--- src/rtl/cpu_run_ctrl_if.sv ---
// Bundle between the run controller and the CPU/debug side: run commands,
// breakpoint setup, the CPU fetch/commit view, and controller status back out.
interface cpu_run_ctrl_if #(
  parameter int CNT_W = 32
);
  logic             cmd_run;
  logic             cmd_step;
  logic             cmd_stop;
  logic             bp_en;
  logic [31:0]      bp_addr;
  logic [31:0]      cur_pc;
  logic [31:0]      cur_instr;
  logic             commit;
  logic             global_en;
  logic [1:0]       state;
  logic [1:0]       stop_cause;
  logic [31:0]      stop_pc;
  logic [CNT_W-1:0] instr_cnt;
  logic [CNT_W-1:0] cycle_cnt;

  modport master (
    output cmd_run, cmd_step, cmd_stop, bp_en, bp_addr, cur_pc, cur_instr, commit,
    input  global_en, state, stop_cause, stop_pc, instr_cnt, cycle_cnt
  );

  modport slave (
    input  cmd_run, cmd_step, cmd_stop, bp_en, bp_addr, cur_pc, cur_instr, commit,
    output global_en, state, stop_cause, stop_pc, instr_cnt, cycle_cnt
  );
endinterface

--- src/rtl/cpu_run_ctrl.sv ---
// Execution controller for the single-cycle CPU: run / step / stop, one PC
// breakpoint and ebreak halt, plus saturating retired-instruction and cycle counters.
module cpu_run_ctrl #(
  parameter int CNT_W = 32
) (
  input  logic           clk,
  input  logic           rst,
  cpu_run_ctrl_if.slave  bus
);

  typedef enum logic [1:0] {
    IDLE = 2'b00,
    RUN  = 2'b01,
    STEP = 2'b10,
    HALT = 2'b11
  } state_t;

  localparam logic [31:0] EBREAK_INSTR = 32'h0010_0073;
  localparam logic [1:0]  CAUSE_STOP   = 2'b01;
  localparam logic [1:0]  CAUSE_BP     = 2'b10;
  localparam logic [1:0]  CAUSE_EBRK   = 2'b11;

  state_t           state_q, state_n;
  logic [1:0]       cause_q, cause_n;
  logic [31:0]      stop_pc_q, stop_pc_n;
  logic             skip_bp_q, skip_bp_n;
  logic [CNT_W-1:0] instr_cnt_q, cycle_cnt_q;
  logic             is_ebreak, bp_hit, en;

  assign is_ebreak = (bus.cur_instr == EBREAK_INSTR);
  assign bp_hit    = bus.bp_en & (bus.cur_pc == bus.bp_addr) & ~skip_bp_q;
  assign en        = ((state_q == RUN) & ~bp_hit & ~bus.cmd_stop) | (state_q == STEP);

  always_ff @(posedge clk or posedge rst) begin
    if (rst) begin
      state_q   <= IDLE;
      cause_q   <= 2'b00;
      stop_pc_q <= 32'h0;
      skip_bp_q <= 1'b0;
    end else begin
      state_q   <= state_n;
      cause_q   <= cause_n;
      stop_pc_q <= stop_pc_n;
      skip_bp_q <= skip_bp_n;
    end
  end

  // skip_bp lets a resume from a breakpoint execute that instruction once.
  always_comb begin
    state_n   = state_q;
    cause_n   = cause_q;
    stop_pc_n = stop_pc_q;
    skip_bp_n = skip_bp_q;
    unique case (state_q)
      IDLE: begin
        if (bus.cmd_stop) begin
          state_n = IDLE;
        end else if (bus.cmd_run) begin
          state_n   = RUN;
          skip_bp_n = 1'b1;
        end else if (bus.cmd_step) begin
          state_n = STEP;
        end
      end
      RUN: begin
        if (bus.cmd_stop) begin
          state_n   = IDLE;
          cause_n   = CAUSE_STOP;
          stop_pc_n = bus.cur_pc;
        end else if (bp_hit) begin
          state_n   = IDLE;
          cause_n   = CAUSE_BP;
          stop_pc_n = bus.cur_pc;
        end else begin
          skip_bp_n = 1'b0;
          if (is_ebreak) begin
            state_n   = HALT;
            cause_n   = CAUSE_EBRK;
            stop_pc_n = bus.cur_pc;
          end
        end
      end
      STEP: begin
        stop_pc_n = bus.cur_pc;
        if (is_ebreak) begin
          state_n = HALT;
          cause_n = CAUSE_EBRK;
        end else begin
          state_n = IDLE;
          cause_n = CAUSE_STOP;
        end
      end
      HALT: begin
        state_n = HALT;
      end
      default: begin
        state_n = IDLE;
      end
    endcase
  end

  // Counters saturate at all-ones and hold their value outside RUN/STEP.
  always_ff @(posedge clk or posedge rst) begin
    if (rst) begin
      cycle_cnt_q <= '0;
      instr_cnt_q <= '0;
    end else begin
      if (en && (cycle_cnt_q != {CNT_W{1'b1}}))
        cycle_cnt_q <= cycle_cnt_q + CNT_W'(1);
      if (bus.commit && (instr_cnt_q != {CNT_W{1'b1}}))
        instr_cnt_q <= instr_cnt_q + CNT_W'(1);
    end
  end

  assign bus.global_en  = en;
  assign bus.state      = state_q;
  assign bus.stop_cause = cause_q;
  assign bus.stop_pc    = stop_pc_q;
  assign bus.instr_cnt  = instr_cnt_q;
  assign bus.cycle_cnt  = cycle_cnt_q;

endmodule

--- src/flat_wrapper.sv ---
// flat-port wrapper written by rule: the top's interface ports become plain ports
module cpu_run_ctrl_flat 
#(
  parameter int CNT_W = 32
)
  (clk, rst, bus_cmd_run, bus_cmd_step, bus_cmd_stop, bus_bp_en, bus_bp_addr, bus_cur_pc, bus_cur_instr, bus_commit, bus_global_en, bus_state, bus_stop_cause, bus_stop_pc, bus_instr_cnt, bus_cycle_cnt);
  cpu_run_ctrl_if #(.CNT_W(CNT_W)) bus_i ();
  input  logic clk;
  input  logic rst;
  input wire logic [$bits(bus_i.cmd_run)-1:0] bus_cmd_run;
  input wire logic [$bits(bus_i.cmd_step)-1:0] bus_cmd_step;
  input wire logic [$bits(bus_i.cmd_stop)-1:0] bus_cmd_stop;
  input wire logic [$bits(bus_i.bp_en)-1:0] bus_bp_en;
  input wire logic [$bits(bus_i.bp_addr)-1:0] bus_bp_addr;
  input wire logic [$bits(bus_i.cur_pc)-1:0] bus_cur_pc;
  input wire logic [$bits(bus_i.cur_instr)-1:0] bus_cur_instr;
  input wire logic [$bits(bus_i.commit)-1:0] bus_commit;
  output wire logic [$bits(bus_i.global_en)-1:0] bus_global_en;
  output wire logic [$bits(bus_i.state)-1:0] bus_state;
  output wire logic [$bits(bus_i.stop_cause)-1:0] bus_stop_cause;
  output wire logic [$bits(bus_i.stop_pc)-1:0] bus_stop_pc;
  output wire logic [$bits(bus_i.instr_cnt)-1:0] bus_instr_cnt;
  output wire logic [$bits(bus_i.cycle_cnt)-1:0] bus_cycle_cnt;
  assign bus_i.cmd_run = bus_cmd_run;
  assign bus_i.cmd_step = bus_cmd_step;
  assign bus_i.cmd_stop = bus_cmd_stop;
  assign bus_i.bp_en = bus_bp_en;
  assign bus_i.bp_addr = bus_bp_addr;
  assign bus_i.cur_pc = bus_cur_pc;
  assign bus_i.cur_instr = bus_cur_instr;
  assign bus_i.commit = bus_commit;
  assign bus_global_en = bus_i.global_en;
  assign bus_state = bus_i.state;
  assign bus_stop_cause = bus_i.stop_cause;
  assign bus_stop_pc = bus_i.stop_pc;
  assign bus_instr_cnt = bus_i.instr_cnt;
  assign bus_cycle_cnt = bus_i.cycle_cnt;
  cpu_run_ctrl #(.CNT_W(CNT_W)) u_core (.clk(clk), .rst(rst), .bus(bus_i));
endmodule
--- config.mk ---
export PLATFORM = sky130hd
export DESIGN_NAME = cpu_run_ctrl_flat
export DESIGN_NICKNAME = d
export VERILOG_FILES = /design/src/rtl/cpu_run_ctrl_if.sv /design/src/rtl/cpu_run_ctrl.sv /design/src/flat_wrapper.sv
export SDC_FILE = /design/constraint.sdc
export NUM_CORES = 1
export LEC_CHECK = 0
export BUFFER_PORTS_ARGS = -buffer_cell sky130_fd_sc_hd__buf_4
export CAP_MARGIN = 5
export CORE_ASPECT_RATIO = 0.9
export CORE_MARGIN = 5
export CORE_UTILIZATION = 36
export CTS_CLUSTER_SIZE = 30
export DETAILED_ROUTE_END_ITERATION = 16
export GPL_TIMING_DRIVEN = 0
export PLACE_DENSITY_LB_ADDON = 0.15
export SYNTH_ARGS = -nofsm -noshare
export SYNTH_HDL_FRONTEND = slang
export SYNTH_SLANG_ARGS = --single-unit
--- constraint.sdc ---
create_clock -name clk -period 7.9 [get_ports clk]
set_input_delay 1.185 -clock clk [delete_from_list [all_inputs] [get_ports clk]]
set_output_delay 1.185 -clock clk [all_outputs]
set_load 0.05 [all_outputs]
==> flow_summary.toml <==
[pwr]
clkPwrFrac_pct = 19.9
power_switching_share_pct = 42.3
p_switching_mw = 1.10
power_mw = 2.59
p_leak_nw = 3.55
pwr-share-seq_pct = 29.1
p_per_area_mw_per_mm2 = 357
combPwrFrac_pct = 50.9
ir_drop_v = 0.000218
p_int_mw = 1.50

[worst_setup_path]
cp-endpoint = "bus_global_en"
critPathArrivalTime_ns = 2.93
r2r_setup_slack_ns = 5.51
crit_path_end_kind = "output port"
r2r_start = "u_core.bus.cycle_cnt[0]"
startpoint = "bus_cur_pc[4]"
reg2reg_to = "u_core.bus.cycle_cnt[13]"
cp_data_required_time_ns = 6.71
worstRegToRegCells = 9
critical_path_class = "in -> out"
startpoint_type = "input pin"
path_max_fanout = 6

[timing]
fin_crit_sh_pct = 52.1
worstMarginPinSlew_ns = 0.752
slew_headroom_pct = 49.8
hold_viol_final = 0
setup_viol = 0
fmax_mhz = 243
clock_skew_ns = 0.00650
tns_ns = 0
post-route-min-period_ns = 4.12
grt_setup_unrepaired = "false"
slew_violations = 0

[routing]
routed_wl_um = 14500
ant_nets = 0
via_count = 4210
drtIter0Drc = 184
wl_per_cell_um = 16.9
dr.pass1.iters = 4
drc = 0
viasPerCell = 4.90

[die]
io_pins = 204
fp.dieH_um = 123
core_sq_mm = 0.0140
die_w_um = 136
start_util_pct = 36.6
fp.dieArea_sq_mm = 0.0167
rows = 41

[synth]
yosysWarnings = 0
syn_area_sq_mm = 0.00512
syn_nets = 555
synth_most_common_cell = "dfrtp_1"
syn_area_per_cell_sq_um = 11.5
postSynthCellCount = 446
ys_seq_area_share_pct = 49.3
synth-main-ff-cell = "dfrtp_1"
ys_top_cells_by_count = "dfrtp_1 (101), xnor2_1 (46), xor2_1 (45), mux2_4 (26), nand4_1 (26)"
synth-edff-count = 0
yosys_register_bits = 101
yosys.cell_types.count = 41
synth_top_area_share_pct = 49.3
async_flop_share_pct = 100
yosysTopAreaCell = "dfrtp_1"
synth.area.top_cells = "dfrtp_1 (49%), xnor2_1 (7.9%), xor2_1 (7.7%), mux2_4 (7.6%), nand4_1 (3.2%)"

[grt]
grt_max_degree = 59
track_usage_pct = 17.3
antenna_found_initial = 0
grt_pass1_vias = 4128
grt_pass1_wl_um = 22300
grt-ovfl-total = 0

[cts]
cts_max_path_buffers = 2
hold_buffers = 0
postCtsSetupRepairBufs = 0
cts_buffers = 9
cts.clk_slew.worst_paths_ns = 0.06
cts_sinks = 101
clkLatencyLatePin_ns = 0.35
cts-htree-levels = 3
cts_tree = "done"
cts_resized = 0
root_buffer = "clkbuf_16"

[layout]
instances_no_fill = 859
area_delta_synth_final_pct = 41.9
n_antenna_cell = 0
drive_above_1_share_pct = 40.1
utilization_pct = 51.9
fin_nets = 770

[place]
gp_congestion = 0.776
port_buffers = 203
dpl.hpwl_um = 11200
dp.cells = 843

[job]
maxCapViolCount = 0

[outcome]
status = "complete, no violations"

[worst_hold_path]
hp-class = "reg -> reg"
critical path: stages:
cell	delay, ns
buf_4	0.12
xor2_1	0.18
nor4_1	0.41
nand4_1	0.23
o31ai_4	0.47
nand2_1	0.12
buf_4	0.21
per-stage QoR:
| stage | hold WS [ns] | setup slack (ns) | area (sq um) |
|---|---|---|---|
| after CTS | 0.492 | 3.78 | 7270 |
| final | 0.487 | 3.78 | 7270 |
| after global routing | 0.518 | 3.65 | 7270 |
| after detailed placement | 0.476 | 3.78 | 6920 |
| after floorplan | 0.484 | 4.07 | 5120 |
| after global placement | 0.472 | 2.77 | 6890 |
power groups by stage:
stage	Clock (mW)	Sequential, mW	Combinational (mW)
after floorplan	0	1.18	0.513
after global placement	0	0.757	1.32
after CTS	0.534	0.755	1.33
after detailed placement	0	0.764	1.33
after global routing	0.555	0.774	1.38
final	0.516	0.756	1.32
kinds of logic after synthesis:
group / share of synthesized area, %
buffers and inverters: 2.22
DFF: 49.3
muxes: 9.16
adders and majority gates: 1.47
and+or+nand+nor: 18.1
xor gates and xnor gates: 15.6
AOI/OAI and AO/OA: 4.20
layout make-up:
cell class                      count  area, sq um
Inverter                           12         47.5
Clock buffer                       11          243
Multi-Input combinational cell    325         2480
Buffer                              8         68.8
Clock inverter                      5          106
Fill cell                        1292         6740
Sequential cell                   101         2530
Timing Repair Buffer              204         1550
Tap cell                          193          241
metal layers:
metal,vias up,wire length (um),GRT usage [%]
met5,-,0,0
met4,0,167,4.47
met3,14,1410,7.20
met2,148,6790,27.4
met1,2040,6130,22.1
li1,2008,-,-
flip-flops by register name, indices dropped and copies added, names as in the netlist:
name,count
u_core.bus.cycle_cnt,32
u_core.bus.instr_cnt,32
u_core.bus.stop_pc,32
u_core.bus.state,2
u_core.bus.stop_cause,2
u_core.skip_bp_q,1
worst min-delay path by stage:
stage                                           to                     start  slack, ns  cells past startpoint
after floorplan                   u_core.skip_bp_q          u_core.skip_bp_q       0.48                      2
after global placement     u_core.bus.instr_cnt[9]   u_core.bus.instr_cnt[9]       0.47                      1
after detailed placement   u_core.bus.instr_cnt[9]   u_core.bus.instr_cnt[9]       0.48                      1
after CTS                  u_core.bus.instr_cnt[9]   u_core.bus.instr_cnt[9]       0.49                      1
after global routing      u_core.bus.cycle_cnt[18]  u_core.bus.cycle_cnt[18]       0.52                      1
final                     u_core.bus.cycle_cnt[10]  u_core.bus.cycle_cnt[10]       0.49                      1
placed cells by master (no fill, tap or decap), types with 6 or more instances in the layout:
cell and instances:
dfrtp_1 101, nor4_1 19, and4_1 7, mux2_2 7, o21ai_0 7, xnor2_1 46
clkbuf_16 9, inv_1 11, xor2_1 45, nor2_1 24, nand4_1 26, nor3_1 6
and2_1 7, ha_1 6, nand3_1 24, mux2_4 26, nand2_1 25, buf_4 203
and3_1 14
Power figures use the tool's default switching activity.
